===== src/rtl/serial_add_ctrl.sv =====
// serial_add_ctrl: bit-serial WIDTH-bit adder controller.
// One 1-bit full-add slice is reused for WIDTH cycles, LSB first. Operands
// arrive through a valid/ready handshake and the WIDTH+1-bit sum leaves the
// same way. Every output is either a register or decoded from the FSM state.
module serial_add_ctrl #(
    parameter  int WIDTH = 8,
    localparam int CNT_W = (WIDTH > 1) ? $clog2(WIDTH) : 1
) (
    input  logic             clk,
    input  logic             rst,
    input  logic             in_valid,
    output logic             in_ready,
    input  logic [WIDTH-1:0] in_a,
    input  logic [WIDTH-1:0] in_b,
    output logic             out_valid,
    input  logic             out_ready,
    output logic [WIDTH:0]   out_sum,
    output logic             busy
);

    localparam logic [1:0] IDLE = 2'd0;
    localparam logic [1:0] RUN  = 2'd1;
    localparam logic [1:0] DONE = 2'd2;

    // Counter value of the final (MSB) bit slice.
    localparam logic [CNT_W-1:0] LAST_BIT = CNT_W'(WIDTH - 1);

    logic [1:0]       state_q, state_d;
    logic [WIDTH-1:0] a_sh_q, a_sh_d;
    logic [WIDTH-1:0] b_sh_q, b_sh_d;
    logic             carry_q, carry_d;
    logic [CNT_W-1:0] cnt_q, cnt_d;
    logic [WIDTH:0]   sum_q, sum_d;

    // Outputs of the shared 1-bit add slice.
    logic             slice_sum;
    logic             slice_carry;

    // The single full-add slice, fed from the operand LSBs and the carry flop.
    always_comb begin
        slice_sum   = a_sh_q[0] ^ b_sh_q[0] ^ carry_q;
        slice_carry = (a_sh_q[0] & b_sh_q[0]) |
                      (a_sh_q[0] & carry_q)   |
                      (b_sh_q[0] & carry_q);
    end

    // Next-state logic: operand capture, one bit per RUN cycle, result hold.
    always_comb begin
        state_d = state_q;
        a_sh_d  = a_sh_q;
        b_sh_d  = b_sh_q;
        carry_d = carry_q;
        cnt_d   = cnt_q;
        sum_d   = sum_q;
        case (state_q)
            IDLE: begin
                if (in_valid) begin
                    a_sh_d  = in_a;
                    b_sh_d  = in_b;
                    carry_d = 1'b0;
                    cnt_d   = '0;
                    sum_d   = '0;
                    state_d = RUN;
                end
            end
            RUN: begin
                // Write the slice result into the bit the counter points at.
                for (int i = 0; i < WIDTH; i++) begin
                    if (cnt_q == CNT_W'(i)) begin
                        sum_d[i] = slice_sum;
                    end
                end
                carry_d = slice_carry;
                a_sh_d  = a_sh_q >> 1;
                b_sh_d  = b_sh_q >> 1;
                if (cnt_q == LAST_BIT) begin
                    // The carry-out of the MSB slice becomes the top sum bit.
                    sum_d[WIDTH] = slice_carry;
                    cnt_d        = '0;
                    state_d      = DONE;
                end else begin
                    cnt_d = cnt_q + 1'b1;
                end
            end
            DONE: begin
                // Result stays put until the consumer takes it.
                if (out_ready) begin
                    state_d = IDLE;
                end
            end
            default: begin
                state_d = IDLE;
            end
        endcase
    end

    // State registers; reset discards any in-flight operation immediately.
    always_ff @(posedge clk or posedge rst) begin
        if (rst) begin
            state_q <= IDLE;
            a_sh_q  <= '0;
            b_sh_q  <= '0;
            carry_q <= 1'b0;
            cnt_q   <= '0;
            sum_q   <= '0;
        end else begin
            state_q <= state_d;
            a_sh_q  <= a_sh_d;
            b_sh_q  <= b_sh_d;
            carry_q <= carry_d;
            cnt_q   <= cnt_d;
            sum_q   <= sum_d;
        end
    end

    // Handshake and status outputs decoded from state only.
    always_comb begin
        in_ready  = (state_q == IDLE);
        out_valid = (state_q == DONE);
        busy      = (state_q == RUN) || (state_q == DONE);
        out_sum   = sum_q;
    end

endmodule


===== config.mk =====
export PLATFORM = sky130hd
export DESIGN_NAME = serial_add_ctrl
export DESIGN_NICKNAME = d
export VERILOG_FILES = /design/src/rtl/serial_add_ctrl.sv
export SDC_FILE = /design/constraint.sdc
export NUM_CORES = 1
export LEC_CHECK = 0
export CORE_AREA = 2 2 79 58
export DETAILED_ROUTE_END_ITERATION = 8
export DIE_AREA = 0 0 81 60
export PLACE_DENSITY_LB_ADDON = 0.08
export SLEW_MARGIN = 20
export SYNTH_ARGS = -nofsm -noshare
export SYNTH_HDL_FRONTEND = slang
export SYNTH_SLANG_ARGS = --single-unit

===== constraint.sdc =====
create_clock -name clk -period 1.45 [get_ports clk]
set_input_delay 0.29 -clock clk [delete_from_list [all_inputs] [get_ports clk]]
set_output_delay 0.29 -clock clk [all_outputs]
set_load 0.02 [all_outputs]

======== Word-level counts from Yosys, hierarchy flattened ========
Index checks and enable logic that the tools add are counted.
word-level totals
  logic and storage cells ................. 78
  memory bits (read-only) ................. 0
  latch bits .............................. 0
  memory bits (writable) .................. 0
  memories kept ........................... 0
  flip-flop bits (word level) ............. 31
  output and inout port bits .............. 12
operators by class
  equal/unequal tests ..................... 19
  divide/modulo/power cells ............... 0
  reductions and logical operators ........ 14
  bitwise logic cells ..................... 7
  multiply operators ...................... 0
  magnitude comparators ................... 0
  shift operators ......................... 0
  muxes and demuxes ....................... 24
  $add $sub $neg .......................... 1
operators by type and width
  cell                                                                    count
  8-bit case mux with 2 select lines                                      2
  3-bit AND reduction                                                     9
  2-bit != test (second input constant)                                   9
  9-bit case mux with 2 select lines                                      1
  8-bit 2-to-1 mux                                                        2
  3-bit equality test (second input constant)                             4
  1-bit 2-to-1 mux                                                        10
  9-bit 2-to-1 mux                                                        1
  3-bit by 2-bit equality test with 1-bit output (second input constant)  2
  2-bit 2-to-1 mux                                                        3
  3-bit 2-to-1 mux                                                        2
  2-bit case mux with 3 select lines                                      1
  3-bit case mux with 2 select lines                                      1
  3-bit by 1-bit adder with 3-bit output (second input constant)          1
  1-bit AND                                                               3
  3-bit by 1-bit equality test with 1-bit output (second input constant)  1
  3-bit logical NOT                                                       1
  2-bit by 1-bit equality test with 1-bit output (second input constant)  1
  2-bit equality test (second input constant)                             1
  2-bit logical NOT                                                       1
  2-bit by 1-bit != test with 1-bit output (second input constant)        1
  1-bit bitwise OR                                                        2
  1-bit case mux with 2 select lines                                      1
  2-bit AND reduction                                                     1
  other kinds (3)                                                         4

======== Depth between registers and ports, before layout ========
  word-level depth ........................ 5
  gate-level depth with buffers ........... 7

======== Worst setup path before layout ========
OpenSTA, ideal clock, no wires.
  kind .................................... reg-to-reg
  from .................................... reg state_q[0]
  to ...................................... reg sum_q[3], in the netlist out_sum[3]
  path slack .............................. -0.201 ns
  data arrival time ....................... 1.522 ns
  path buffers ............................ 1
  period minus slack after synthesis ...... 1.651 ns
  cell stages (with the launch flop) ...... 6
  path through ............................ dfrtp_1 inv_1 ha_1 mux2i_4 buf_2 o21ai_0
between the ends
  word-level cells in the longest chain between the ends .. 3
  elaborated cells on any way between the ends .. 7
RTL lines
  element                                                               RTL line  text
  from (decl)                                                           28        logic [1:0] state_q, state_d;
  from (signal assigned)                                                107       state_q <= state_d;
  2-bit logical NOT (*)                                                 n/a
  via in_ready                                                          12        output logic in_ready,
  2-bit != test (no source line) or 2-bit nonzero test (tied branches)  n/a
  3-bit AND reduction (no source line)                                  n/a
  to (signal assigned)                                                  112       sum_q <= sum_d;
  to (decl)                                                             33        logic [WIDTH:0] sum_q, sum_d;
Mark *: on every way through the listed nets, which the timed path passes. The rest lies on a longest branch.
A chain may end at the register's enable or synchronous reset.

======== Final worst setup path ========
  from .................................... reg state_q[0]
  to ...................................... reg sum_q[2], in the netlist out_sum[2]
between the ends
  word-level cells in the longest chain between the ends .. 3
  elaborated cells on any way between the ends .. 7
RTL lines
  element                                                                              RTL line  text
  2-bit by 1-bit equality test with 1-bit output or 2-bit logical NOT (tied branches)  55        case (state_q)
  2-bit != test (no source line) or 2-bit nonzero test (tied branches)                 n/a
  3-bit AND reduction (no source line)                                                 n/a
Parallel ways exist; a longest one is shown, timed or not.

==> results by group <==
Clocking
  • Cts bufs inserted: 5
  • CTS clk-pin slew, worst paths: 70 ps
  • TritonCTS clock tree: built
  • Clock latency at the later pin of the worst-skew pair: 270 ps
  • Max Root-Sink Buffers: 2
  • H-tree levels: 2
  • Sink Count: 31
  • Clk root buf: clkbuf_8

STA
  • Post-Route Skew: 7.157 ps
  • Slew Limit Headroom: 77.67%
  • Min Tclk post-route: 1597 ps
  • Hold_ws: 352.2 ps
  • Peak Freq: 626.3 MHz
  • Worst slew pin tran: 327.9 ps
  • Final setup viols: 29
  • Final Hold Fails: 0
  • Fin crit share: 110.1%
  • Final Max Slew Viols: 0
  • Setup ws final: -146.8 ps
  • RSZ-0062 raised after global routing: true

Setup path
  • Cell family with most CP delay: flip-flops
  • Worst Path Required: 1620 ps
  • CP peak stage delay: 370 ps
  • Crit. End Element: register
  • Buf/Inv on CP: 3
  • Worst path cell trace: inv_2, ha_4, mux2i_4, buf_12, buf_6, a21o_1, a22o_1
  • CP max-delay cell: dfrtp_1
  • Worst setup SP type: register
  • CP arrival: 1760 ps
  • Crit Path Max Fanout: 5
  • WS Path Type: register to register

Power
  • Pint: 0.003666 W
  • Comb pwr share: 60.5%
  • Sw frac: 36.13%
  • Part of the power in registers: 24.2%
  • Peak supply drop: 1315 uV
  • Switching pwr: 0.002074 W
  • Pwr dens: 2182 nW/um^2
  • Clock power frac: 15.3%
  • LEAKAGE: 1.244 nW

Detailed routing
  • Routed WL per cell: 13.44 microns
  • 1st-pass router iterations: 4
  • Drt total wl: 3722 microns
  • Drt via density: 4.794
  • Total number of vias: 1328
  • Post-route ant nets: 0
  • DR DRC count: 0
  • Drt first-iter violations: 52

Hold path
  • Hold crit path type: input pin to asynchronous set/reset pin

Yosys
  • EDFF count, synth: 0
  • Synth area leaders: dfrtp_1 47%, mux2i_1 8.6%, ha_1 7.6%, o21ai_0 6.4%, nand2_1 5.5%
  • Area leader, netlist: dfrtp_1
  • YS warnings: 0
  • Yosys top cell area share: 47.40%
  • Synth Area per Inst: 10.29 sq um
  • Syn Std Cell Area: 1637 sq um
  • Seq cells post-synth: 31
  • Fraction of registers with async set/reset: 100.0%
  • Mapped Nets: 190
  • Mapped Cells: 159
  • Top FF cell, synth: dfrtp_1
  • Register area share after synthesis: 47.40%
  • Yosys cell types: 28

Die
  • Die height: 60 microns
  • Die width: 81 microns
  • I/O pins: 32
  • FP Rows: 20
  • Initial Utilization: 39.40%
  • Core Area: 4154 sq um
  • DIE AREA: 4860 sq um

Layout
  • # diodes: 0
  • Area grow syn2layout: 60.70%
  • # nets final: 252
  • Layout cell share with drive strength beyond 1: 34.68%
  • Final cell count without fillers: 277

Global routing
  • Initial antenna violation count: 0
  • Global-route wire length before repair: 5561 microns
  • Met3 GRT Util: 4.079%
  • Met1 usage: 20.63%
  • Aggregate global routing overflow: 0
  • Pin count of the biggest net entering global routing: 32
  • Total track usage: 15.19%
  • Vias in the first global route: 1215
  • M2 GR Usage: 23.97%
  • Global route hottest layer: met2

Run
  • Max Cap Viol: 0

Place
  • Port bufs: 31
  • Gpl congestion: 0.7204
  • DP Wirelength: 2422 microns
  • Placed cells: 256

Status
  • Status: complete, but fails checks
  • Failing checks: negative setup slack
==> cell families after synthesis <==
logic type | share of synthesized area, %
AO/OA/AOI/OAI | 15.98
AND/OR/NAND/NOR | 11.54
flip-flops | 47.40
buffers and inverters | 5.581
multiplexers | 10.63
adder cells (fa/ha/maj) | 8.869
==> registers in the layout, summed over array words and instances, names as in the netlist <==
register / cells
out_sum: 9
a_sh_q: 8
b_sh_q: 8
cnt_q: 3
state_q: 2
carry_q: 1
==> cells in the mapped netlist, types with 2 or more instances <==
library cell  count
nor2b_1           2
ha_1             10
o21ai_0          21
o2bb2ai_1         2
nand3_1           2
buf_2             5
a21o_1            3
clkbuf_2          2
mux2i_1          14
dfrtp_1          31
inv_1            11
o21ai_1           4
a21boi_0          3
a31oi_1           2
a22o_1            5
nand2_1          24
nand2b_1          7
==> worst min-delay path, cell delays in order <==
cell	delay, ps
clkdlybuf4s50_1	400
inv_1	90
buf_12	200
==> final timing paths <==
path                                   end  slack (ps)       start  depth (start not counted)
worst max-delay path            out_sum[2]        -150  state_q[0]                          7
worst max register to register  out_sum[2]        -150  state_q[0]                          7
min in group clk                 b_sh_q[7]         490   b_sh_q[7]                          2
max in group asynchronous        b_sh_q[1]         920         rst                          3
worst min-delay path            out_sum[5]         350         rst                          3
worst min register to register   b_sh_q[7]         490   b_sh_q[7]                          2
==> stage by stage <==
step           total power, W  setup TNS [ps]  area [sq um]  setup slack [ps]  util [%]
2_1_floorplan        0.002913          -332.8          1665            -73.84         -
3_3_place_gp         0.003620           -4087          2156            -158.6     51.90
3_5_place_dp         0.003697           -5188          2156            -214.4     51.90
4_1_cts              0.004795          -676.4          2354            -153.5     56.66
5_1_grt              0.006098           -4451          2630            -219.4     63.31
6_report             0.005740           -2750          2630            -146.8     63.31
==> metal layers <==
metal | vias up | wire, microns
met5 | - | 0
met4 | 0 | 36
met2 | 24 | 1720
li1 | 671 | -
met3 | 4 | 169
met1 | 629 | 1795
==> power groups by stage <==
stage               Clock, W  Sequential, W  Combinational [W]
global placement           0        0.00137            0.00225
finish              0.000880        0.00139            0.00347
CTS                 0.000892        0.00136            0.00254
floorplan                  0        0.00139            0.00152
detailed placement         0        0.00138            0.00232
global route        0.000946        0.00143            0.00372
==> cell type report <==
cell class                 count  area (sq um)
fill                         346          1524
multi-input combinational    108         917.1
sequential                    31         775.7
timing repair buffer          64         709.4
clock buffer                   6         82.58
tap                           55         68.82
inverter                      11         41.29
clock inverter                 2         35.03
==> timing repair <==
action / CTS / global route
cloned: 0 / 6
buffers inserted: 6 / 3
pin swaps: 4 / 13
endpoints found under the setup margin: 43 / 30
resized for setup: 36 / 48
hold buffers: 0 / 0
==> cells in the final DEF, fill, tap and decap left out, types with 2 or more instances in the layout <==
master / instances
buf_8: 2
clkdlybuf4s50_1: 19
buf_12: 4
nand2b_1: 6
nand2_1: 14
ha_1: 5
a22o_1: 5
buf_4: 17
inv_1: 9
clkbuf_16: 5
nand2_2: 8
dfrtp_1: 31
nand2_4: 2
inv_2: 2
dlygate4sd2_1: 9
ha_2: 2
a31oi_1: 2
a21boi_0: 3
o21ai_2: 7
ha_4: 3
clkbuf_8: 6
a21o_1: 3
mux2i_1: 14
o21ai_1: 17
buf_6: 6
buf_2: 2
Note: power is estimated with default switching activity, not from simulation.
